--- config.mk ---
export PLATFORM = sky130hd
export DESIGN_NAME = router_pkt_reg
export DESIGN_NICKNAME = d
export VERILOG_FILES = /design/src/rtl/router_pkg.sv /design/src/rtl/router_chk_acc.sv /design/src/rtl/router_pkt_reg.sv
export SDC_FILE = /design/constraint.sdc
export NUM_CORES = 1
export LEC_CHECK = 0
export ABC_CLOCK_PERIOD_IN_PS = 1880
export CAP_MARGIN = 40
export CORE_ASPECT_RATIO = 0.8
export CORE_UTILIZATION = 50
export DETAILED_ROUTE_END_ITERATION = 8
export DONT_BUFFER_PORTS = 1
export PLACE_DENSITY_LB_ADDON = 0.15
export SLEW_MARGIN = 20
export SYNTH_ARGS = -nofsm -noshare
export SYNTH_HDL_FRONTEND = slang
export SYNTH_HIERARCHICAL = 1
export SYNTH_SLANG_ARGS = --single-unit
--- constraint.sdc ---
create_clock -name clk -period 1.88 [get_ports clk]
set_input_delay 0.376 -clock clk [delete_from_list [all_inputs] [get_ports clk]]
set_output_delay 0.376 -clock clk [all_outputs]
set_load 0.1 [all_outputs]
--- src/rtl/router_pkg.sv ---
// router_pkg
//  Shared definitions for the router packet register.
//  - DEF_DATA_WIDTH / DEF_ADDR_BITS : default beat and header-address widths
//  - CHECK_XOR / CHECK_ROTXOR       : check-mode encodings
//  - check_step()                   : one step of the running check over a beat
//  check_step works on a fixed STEP_W-bit container. Callers cast the result
//  back to their own beat width, which limits beats to at most STEP_W bits.
package router_pkg;

  localparam int DEF_DATA_WIDTH = 8;
  localparam int DEF_ADDR_BITS  = 2;
  localparam int STEP_W         = 32;

  localparam logic CHECK_XOR    = 1'b0;
  localparam logic CHECK_ROTXOR = 1'b1;

  // XOR mode:        acc ^ beat
  // rotate-XOR mode: rotl(acc, 1) ^ beat, where the rotate wraps at 'width' bits
  function automatic logic [STEP_W-1:0] check_step(
    input logic              mode,
    input logic [STEP_W-1:0] acc,
    input logic [STEP_W-1:0] beat,
    input int                width
  );
    logic [STEP_W-1:0] mask;
    logic [STEP_W-1:0] rot;
    // When width == STEP_W the shift overflows to 0 and the subtraction
    // wraps to all-ones, which is the right mask for a full-width beat.
    mask = (STEP_W'(1) << width) - STEP_W'(1);
    rot  = ((acc << 1) | (acc >> (width - 1))) & mask;
    if (mode == CHECK_ROTXOR) begin
      check_step = (rot ^ beat) & mask;
    end else begin
      check_step = (acc ^ beat) & mask;
    end
  endfunction

endpackage

--- src/rtl/router_chk_acc.sv ---
// router_chk_acc
//  Running check accumulator and payload-beat counter for one packet.
//  Ports:
//   clk, resetn  clock / asynchronous active-low reset
//   clear        valid header accepted: zero acc and pay_cnt
//   seed         first-data cycle: acc <= step(0, hdr)
//   step_en      payload beat accepted: acc <= step(acc, data_in), pay_cnt + 1
//   hdr          latched header beat
//   data_in      current input beat
//   acc          running check value
//   pay_cnt      payload beats seen, saturating at all-ones
module router_chk_acc import router_pkg::*; #(
  parameter int DATA_WIDTH = DEF_DATA_WIDTH,
  parameter int ADDR_BITS  = DEF_ADDR_BITS,
  parameter int CHECK_MODE = 0
) (
  input  logic                            clk,
  input  logic                            resetn,
  input  logic                            clear,
  input  logic                            seed,
  input  logic                            step_en,
  input  logic [DATA_WIDTH-1:0]           hdr,
  input  logic [DATA_WIDTH-1:0]           data_in,
  output logic [DATA_WIDTH-1:0]           acc,
  output logic [DATA_WIDTH-ADDR_BITS-1:0] pay_cnt
);

  localparam int   LEN_W = DATA_WIDTH - ADDR_BITS;
  localparam logic MODE  = (CHECK_MODE != 0) ? CHECK_ROTXOR : CHECK_XOR;

  always_ff @(posedge clk or negedge resetn) begin
    if (!resetn) begin
      acc     <= '0;
      pay_cnt <= '0;
    end else if (clear) begin
      acc     <= '0;
      pay_cnt <= '0;
    end else if (seed) begin
      acc <= DATA_WIDTH'(check_step(MODE, '0, STEP_W'(hdr), DATA_WIDTH));
    end else if (step_en) begin
      acc <= DATA_WIDTH'(check_step(MODE, STEP_W'(acc), STEP_W'(data_in), DATA_WIDTH));
      if (pay_cnt != '1) begin
        pay_cnt <= pay_cnt + LEN_W'(1);
      end
    end
  end

endmodule

--- src/rtl/router_pkt_reg.sv ---
// router_pkt_reg
//  Packet register between the router input and the FIFO write ports.
//  Latches the header, forwards header then payload to the FIFO one beat per
//  cycle (1-cycle latency), parks one beat in 'hold' across a FIFO-full stall,
//  and checks the trailing check beat and the payload length.
//  The state inputs are one-hot decodes of the external router FSM.
//  Ports:
//   clk, resetn      clock / asynchronous active-low reset
//   pkt_valid        source beat valid; low while the check beat is presented
//   fifo_full        selected FIFO full
//   detect_add, lfd_state, ld_state, full_state, laf_state   FSM state decodes
//   rst_int_reg      clears low_pkt_valid
//   data_in          input beat
//   data_out         beat to FIFO
//   parity_done      check beat captured for the current packet
//   low_pkt_valid    check beat arrived in LOAD_DATA
//   err              check mismatch
//   len_err          payload beat count != header payload length
//   err_cnt          count of packets with err or len_err, saturating
module router_pkt_reg import router_pkg::*; #(
  parameter int DATA_WIDTH = DEF_DATA_WIDTH,
  parameter int NUM_CH     = 3,
  parameter int ADDR_BITS  = DEF_ADDR_BITS,
  parameter int CHECK_MODE = 0,
  parameter int ERR_CNT_W  = 8
) (
  input  logic                  clk,
  input  logic                  resetn,
  input  logic                  pkt_valid,
  input  logic                  fifo_full,
  input  logic                  detect_add,
  input  logic                  lfd_state,
  input  logic                  ld_state,
  input  logic                  full_state,
  input  logic                  laf_state,
  input  logic                  rst_int_reg,
  input  logic [DATA_WIDTH-1:0] data_in,
  output logic [DATA_WIDTH-1:0] data_out,
  output logic                  parity_done,
  output logic                  low_pkt_valid,
  output logic                  err,
  output logic                  len_err,
  output logic [ERR_CNT_W-1:0]  err_cnt
);

  localparam int LEN_W = DATA_WIDTH - ADDR_BITS;

  logic [DATA_WIDTH-1:0] hdr;
  logic [DATA_WIDTH-1:0] hold;
  logic [DATA_WIDTH-1:0] acc;
  logic [LEN_W-1:0]      pay_cnt;

  logic                  hdr_ok;
  logic                  step_en;
  logic                  ld_cap;
  logic                  laf_cap;
  logic                  evt;
  logic [DATA_WIDTH-1:0] chk_value;
  logic                  chk_bad;
  logic                  len_bad;

  // A header with an out-of-range address is dropped without touching any state.
  assign hdr_ok = detect_add & pkt_valid &
                  ({1'b0, data_in[ADDR_BITS-1:0]} < (ADDR_BITS+1)'(NUM_CH));

  // Each payload beat is accumulated exactly once, on the LOAD_DATA cycle it
  // is presented, even if the FIFO is full; the stall/replay cycles never
  // accumulate, so a held beat is not counted twice.
  assign step_en = ld_state & pkt_valid & ~full_state & ~laf_state;

  // Check beat capture: straight from the input when the FIFO can take it,
  // otherwise from 'hold' once LOAD_AFTER_FULL replays it.
  assign ld_cap    = ld_state & ~pkt_valid & ~fifo_full;
  assign laf_cap   = laf_state & low_pkt_valid;
  assign evt       = ~parity_done & (ld_cap | laf_cap);
  assign chk_value = ld_cap ? data_in : hold;
  assign chk_bad   = (chk_value != acc);
  assign len_bad   = (pay_cnt != hdr[DATA_WIDTH-1:ADDR_BITS]);

  router_chk_acc #(
    .DATA_WIDTH (DATA_WIDTH),
    .ADDR_BITS  (ADDR_BITS),
    .CHECK_MODE (CHECK_MODE)
  ) u_chk_acc (
    .clk     (clk),
    .resetn  (resetn),
    .clear   (hdr_ok),
    .seed    (lfd_state),
    .step_en (step_en),
    .hdr     (hdr),
    .data_in (data_in),
    .acc     (acc),
    .pay_cnt (pay_cnt)
  );

  always_ff @(posedge clk or negedge resetn) begin
    if (!resetn) begin
      hdr           <= '0;
      hold          <= '0;
      data_out      <= '0;
      parity_done   <= 1'b0;
      low_pkt_valid <= 1'b0;
      err           <= 1'b0;
      len_err       <= 1'b0;
      err_cnt       <= '0;
    end else begin
      if (hdr_ok) begin
        hdr <= data_in;
      end

      // One beat per cycle towards the FIFO; a beat that meets a full FIFO is
      // parked in 'hold' and replayed in LOAD_AFTER_FULL.
      if (lfd_state) begin
        data_out <= hdr;
      end else if (ld_state && !fifo_full) begin
        data_out <= data_in;
      end else if (ld_state) begin
        hold <= data_in;
      end else if (laf_state) begin
        data_out <= hold;
      end

      // Flags are sticky until the next accepted header.
      if (hdr_ok) begin
        parity_done <= 1'b0;
        err         <= 1'b0;
        len_err     <= 1'b0;
      end else if (evt) begin
        parity_done <= 1'b1;
        err         <= chk_bad;
        len_err     <= len_bad;
        if ((chk_bad || len_bad) && (err_cnt != '1)) begin
          err_cnt <= err_cnt + ERR_CNT_W'(1);
        end
      end

      if (rst_int_reg) begin
        low_pkt_valid <= 1'b0;
      end else if (ld_state && !pkt_valid) begin
        low_pkt_valid <= 1'b1;
      end
    end
  end

endmodule

### Word-level counts from Yosys, hierarchy flattened

Cells that the tools add are included.

* bits in registers: 50
* bits of input ports: 18
* output and inout bits: 20
* logic and storage cells: 74

* add/sub/neg operators: 2
* $lt $le $gt $ge: 1
* equality and inequality tests: 6
* mux-type cells: 20
* bitwise gates (word level): 19
* reductions and logical operators: 16

Operators by type and width (count)
* $mux W8: 8
* $mux W6: 4
* $and A1 B1 Y1: 9
* $reduce_and A3 Y1: 3
* $add A8 B1 Y8 const B: 1
* $mux W1: 8
* $ne A8 B8 Y1: 1
* $ne A8 B8 Y1 const B: 1
* $not A1 Y1: 8
* $reduce_bool A2 Y1: 4
* $xor A8 B8 Y8: 1
* $add A6 B1 Y6 const B: 1
* $ne A6 B6 Y1: 1
* $ne A6 B6 Y1 const B: 1
* $reduce_bool A3 Y1: 2
* $logic_and A1 B1 Y1: 3
* $ne A3 B2 Y1 const B: 1
* $logic_not A1 Y1: 2
* $lt A2 B2 Y1 const B: 1
* $ne A2 B1 Y1 const B: 1
* $reduce_and A2 Y1: 1
* $logic_or A1 B1 Y1: 1
* $or A1 B1 Y1: 1

### Longest topological paths before layout

* depth in word-level cells: 8
* depth in mapped cells: 8
* gate-level depth less buffers: 7

### By module

The synthesis kept the hierarchy.

Modules (own cells, without submodules)
* router_pkt_reg: times used 1, cells each 191, area an instance 1961.9 um^2, sequential area each 900.9 um^2
* router_chk_acc: times used 1, cells each 77, area an instance 768.2 um^2, sequential area each 350.3 um^2

### Least setup slack after synthesis

OpenSTA, ideal clock, no wires.

* kind: register -> register
* start: register err_cnt[5]
* end: register err_cnt[5]
* setup time: 158 ps
* arrival: 2137 ps
* required time: 1722 ps
* path slack: -415 ps
* stages on the path, launching flop included: 8
* path buffers: 0
* period minus slack after synthesis: 2295 ps
* path through: dfrtp_1 > and3_1 > and2_1 > a41oi_1 > nand2_1 > a211oi_2 > nand3_1 > xnor2_1

* word-level cells in the longest chain between the ends: 3
* elaborated cells between the ends (all ways): 4

RTL lines
* start: declaration: line router_pkt_reg.sv:43 `output logic [ERR_CNT_W-1:0] err_cnt`
* start signal: assignment: line router_pkt_reg.sv:133 `err_cnt <= err_cnt + ERR_CNT_W'(1);`
* parallel branches: the longest is 3 deep, another holds $add A8 B1 Y8

Parallel ways; which one is timed is not known.
A chain may end at the register's enable or synchronous reset.

### Final worst setup path

* start: register u_chk_acc.acc[6]
* end: register err_cnt[1]

* word-level cells in the longest chain between the ends: 4

RTL lines
* start: declaration: line router_chk_acc.sv:24 `output logic [DATA_WIDTH-1:0] acc,`
* start signal: assignment: line router_chk_acc.sv:39 `acc <= DATA_WIDTH'(check_step(MODE, '0, STEP_W'(hdr), DATA_WIDTH));`
* start signal: assignment: line router_chk_acc.sv:41 `acc <= DATA_WIDTH'(check_step(MODE, STEP_W'(acc), STEP_W'(data_in), DATA_WIDTH));`
* $ne A8 B8 Y1: line router_pkt_reg.sv:77 `assign chk_bad = (chk_value != acc);`
* $logic_or A1 B1 Y1: line router_pkt_reg.sv:132 `if ((chk_bad || len_bad) && (err_cnt != '1)) begin`
* $logic_and A1 B1 Y1: line router_pkt_reg.sv:132
* $reduce_and A3 Y1 (no source line)

Every way passes these cells.

==> qor.yml <==
status: "finished, violations left"
violations: "DRC"
clk_path_buf_depth: 2
first_pass_iters: 9
antenna_found_initial: 0
worstSetupPathType: "flop to flop"
viasPerCell: 5.76
path_delay_family: "compound AO/OA/AOI/OAI gates"
final_antenna_net_count: 0
cp.required_ns: 2.08
finalSetupViolCount: 0
io_pins: 38
critPathMaxFanout: 5
htreeDepth: 2
avgSynthCellArea_sq_um: 10.2
syn_area_sq_mm: 0.00273
grt_util_all_layers_pct: 23.1
fin_crit_ns: 1.85
cts_inserted_buffers: 5
die_area_sq_mm: 0.00576
root_buffer: "clkbuf_8"
die_w_um: 84.6
slew_violations: 0
critPathBufInv: 1
synth_nets: 288
nets: 329
cp_slowest_cell: "dfrtp_2"
port_buffers: 0
grt-ovfl-total: 0
seq_area_frac_synth_pct: 45.8
p_leak_nw: 1.39
cts_tree: "built"
path_clk_slew_ns: 0.09
final_common_cell: "dfrtp_1"
end_kind: "flop"
vdd_drop_max_v: 0.000521
cpPeakStageDelay_ns: 0.46
synth_seq_cells: 50
totalWireLength_um: 6400
final_cell_mix: "dfrtp_1 (42), buf_4 (40), nor2_1 (31), nand2_1 (24), a21oi_1 (17)"
rows: 23
synth_cells: 268
synthArstFlopShare_pct: 100
grt_pass1_vias: 1967
rsz0062_at_grt: "true"
place_congestion: 0.809
clock_latency_ns: 0.31
skew_ns: 0.00695
grt_pass1_wl_um: 9850
cp_common_cell: "o221ai_2"
power_mw: 3.60
start_util_pct: 53.3
drc: 3
dp.cells: 362
synth_edf_count: 0
dieHeight_um: 68.1
ys_types: 51
fmax_ghz: 0.540
timing.final.crit_share_pct: 98.5
slew-limit-headroom_pct: 64.8
area_growth_pct: 20.3
cp.arrival_ns: 2.05
synthFlopType: "dfrtp_1"
place_hpwl_um: 4510
cts.sinks: 50
initialDrtViolationCount: 91
hold_path_class: "input pin to flop"
drv_cap: 0
wire_per_inst_um: 17.2
hold_viol: 0
num_vias: 2144
core_area_sq_mm: 0.00512
grt_max_degree: 51
cts_setup_buffers: 0
diodes: 0
max_slew.worst_pin.slew_ns: 0.526
cp_cell_sequence: "xnor2_2, o221ai_2, buf_4, o221ai_2, o311a_1, a21oi_4, mux2_4"
ys_warn_count: 6
power_density_mw_per_mm2: 1090
drive_above_1_share_pct: 31.0
finalNonFillerCells: 372
critPathLaunchType: "flop"
[cell families after synthesis]
group	share of synthesized area, %
compound gates	15.4
mux	9.35
buf+inv	3.21
fa+ha+maj	0.916
xor+xnor	8.30
flops	45.8
simple gates	17.0
[per-stage QoR]
stage                     hold slack, ns  utilization (%)  area (sq um)  setup TNS, ns  worst slack [ns]
after floorplan                   0.0804                -          2750         -0.229           -0.0871
after global placement            0.0814             60.6          3110         -0.838            -0.189
after detailed placement          0.0814             60.6          3110          -1.19            -0.252
after CTS                          0.127             63.7          3260              0           0.00720
after global routing               0.115             64.1          3290         -0.135           -0.0509
final                              0.131             64.1          3290              0            0.0284
[power by group]
group	internal, mW	leakage (nW)	total [mW]	switching (mW)
clock network	0.297	0.0482	0.648	0.351
logic	0.454	0.727	1.51	1.06
registers	1.27	0.613	1.44	0.167
[sequential cells by signal (all words and copies together), names as in the netlist]
signal             cells
len_err                1
err_cnt                8
data_out               8
parity_done            1
hold                   8
low_pkt_valid          1
err                    1
hdr                    8
u_chk_acc/pay_cnt      6
u_chk_acc/acc          8
[layer usage]
metal,part of all wire [%],global-route usage (%)
met5,0,0
met4,1.4,7.63
met1,47,31.5
met2,45,37.5
met3,6.1,4.95
[cell type report]
| type | instances | area [sq um] |
|---|---|---|
| Multi-Input combinational cell | 199 | 1450 |
| Clock inverter | 1 | 5.00 |
| Timing Repair Buffer | 43 | 358 |
| Fill cell | 416 | 1840 |
| Tap cell | 62 | 77.6 |
| Clock buffer | 7 | 86.3 |
| Sequential cell | 50 | 1270 |
| Inverter | 10 | 37.5 |
[worst register-to-register path, delay by kind of cell, from the launching register on]
kind / cells / cell delay (ns)
AOI/OAI and AO/OA: 4 / 0.64
xor gates and xnor gates: 1 / 0.19
buffers and inverters: 1 / 0.15
DFF: 1 / 0.46
muxes: 1 / 0.31
[synthesized netlist by cell type (3+ instances only)]
master / count / share of area, %
a211oi_1: 9 / 2.5
a21oi_1: 18 / 3.3
a41oi_1: 3 / 0.96
clkbuf_1: 5 / 0.69
dfrtp_1: 50 / 46
inv_1: 9 / 1.2
mux2_2: 12 / 4.9
mux2i_1: 8 / 2.9
nand2_1: 24 / 3.3
nand2b_1: 6 / 1.4
nand4_1: 3 / 0.69
nor2_1: 31 / 4.3
nor2b_1: 5 / 1.1
nor3_1: 7 / 1.3
o21ai_0: 11 / 2.0
xnor2_1: 12 / 3.8
xor2_1: 12 / 3.8
[path summary, 6_finish.rpt]
path | start | endpoint | slack (ns) | cells past startpoint
setup / recovery | u_chk_acc/acc[6]$_DFFE_PN0P_ | err_cnt[1]$_DFFE_PN0P_ | 0.03 | 7
hold / removal | rst_int_reg | low_pkt_valid$_DFFE_PN0P_ | 0.13 | 1
setup reg to reg | u_chk_acc/acc[6]$_DFFE_PN0P_ | err_cnt[1]$_DFFE_PN0P_ | 0.03 | 7
hold reg to reg | data_out[3]$_DFFE_PN0P_ | data_out[3]$_DFFE_PN0P_ | 0.48 | 2
max in group asynchronous | resetn | u_chk_acc/acc[6]$_DFFE_PN0P_ | 1.05 | 2
min in group asynchronous | resetn | u_chk_acc/acc[7]$_DFFE_PN0P_ | 0.59 | 2
[repair_timing]
| item | 4_1_cts | 5_1_grt |
|---|---|---|
| endpoints found under the setup margin | 2 | 7 |
| endpoints found under the hold margin | 50 | 0 |
| pin swaps | 2 | 5 |
| gates resized for setup | 4 | 5 |
| hold buffers | 2 | 0 |
Note: power is estimated with default switching activity, not from simulation.
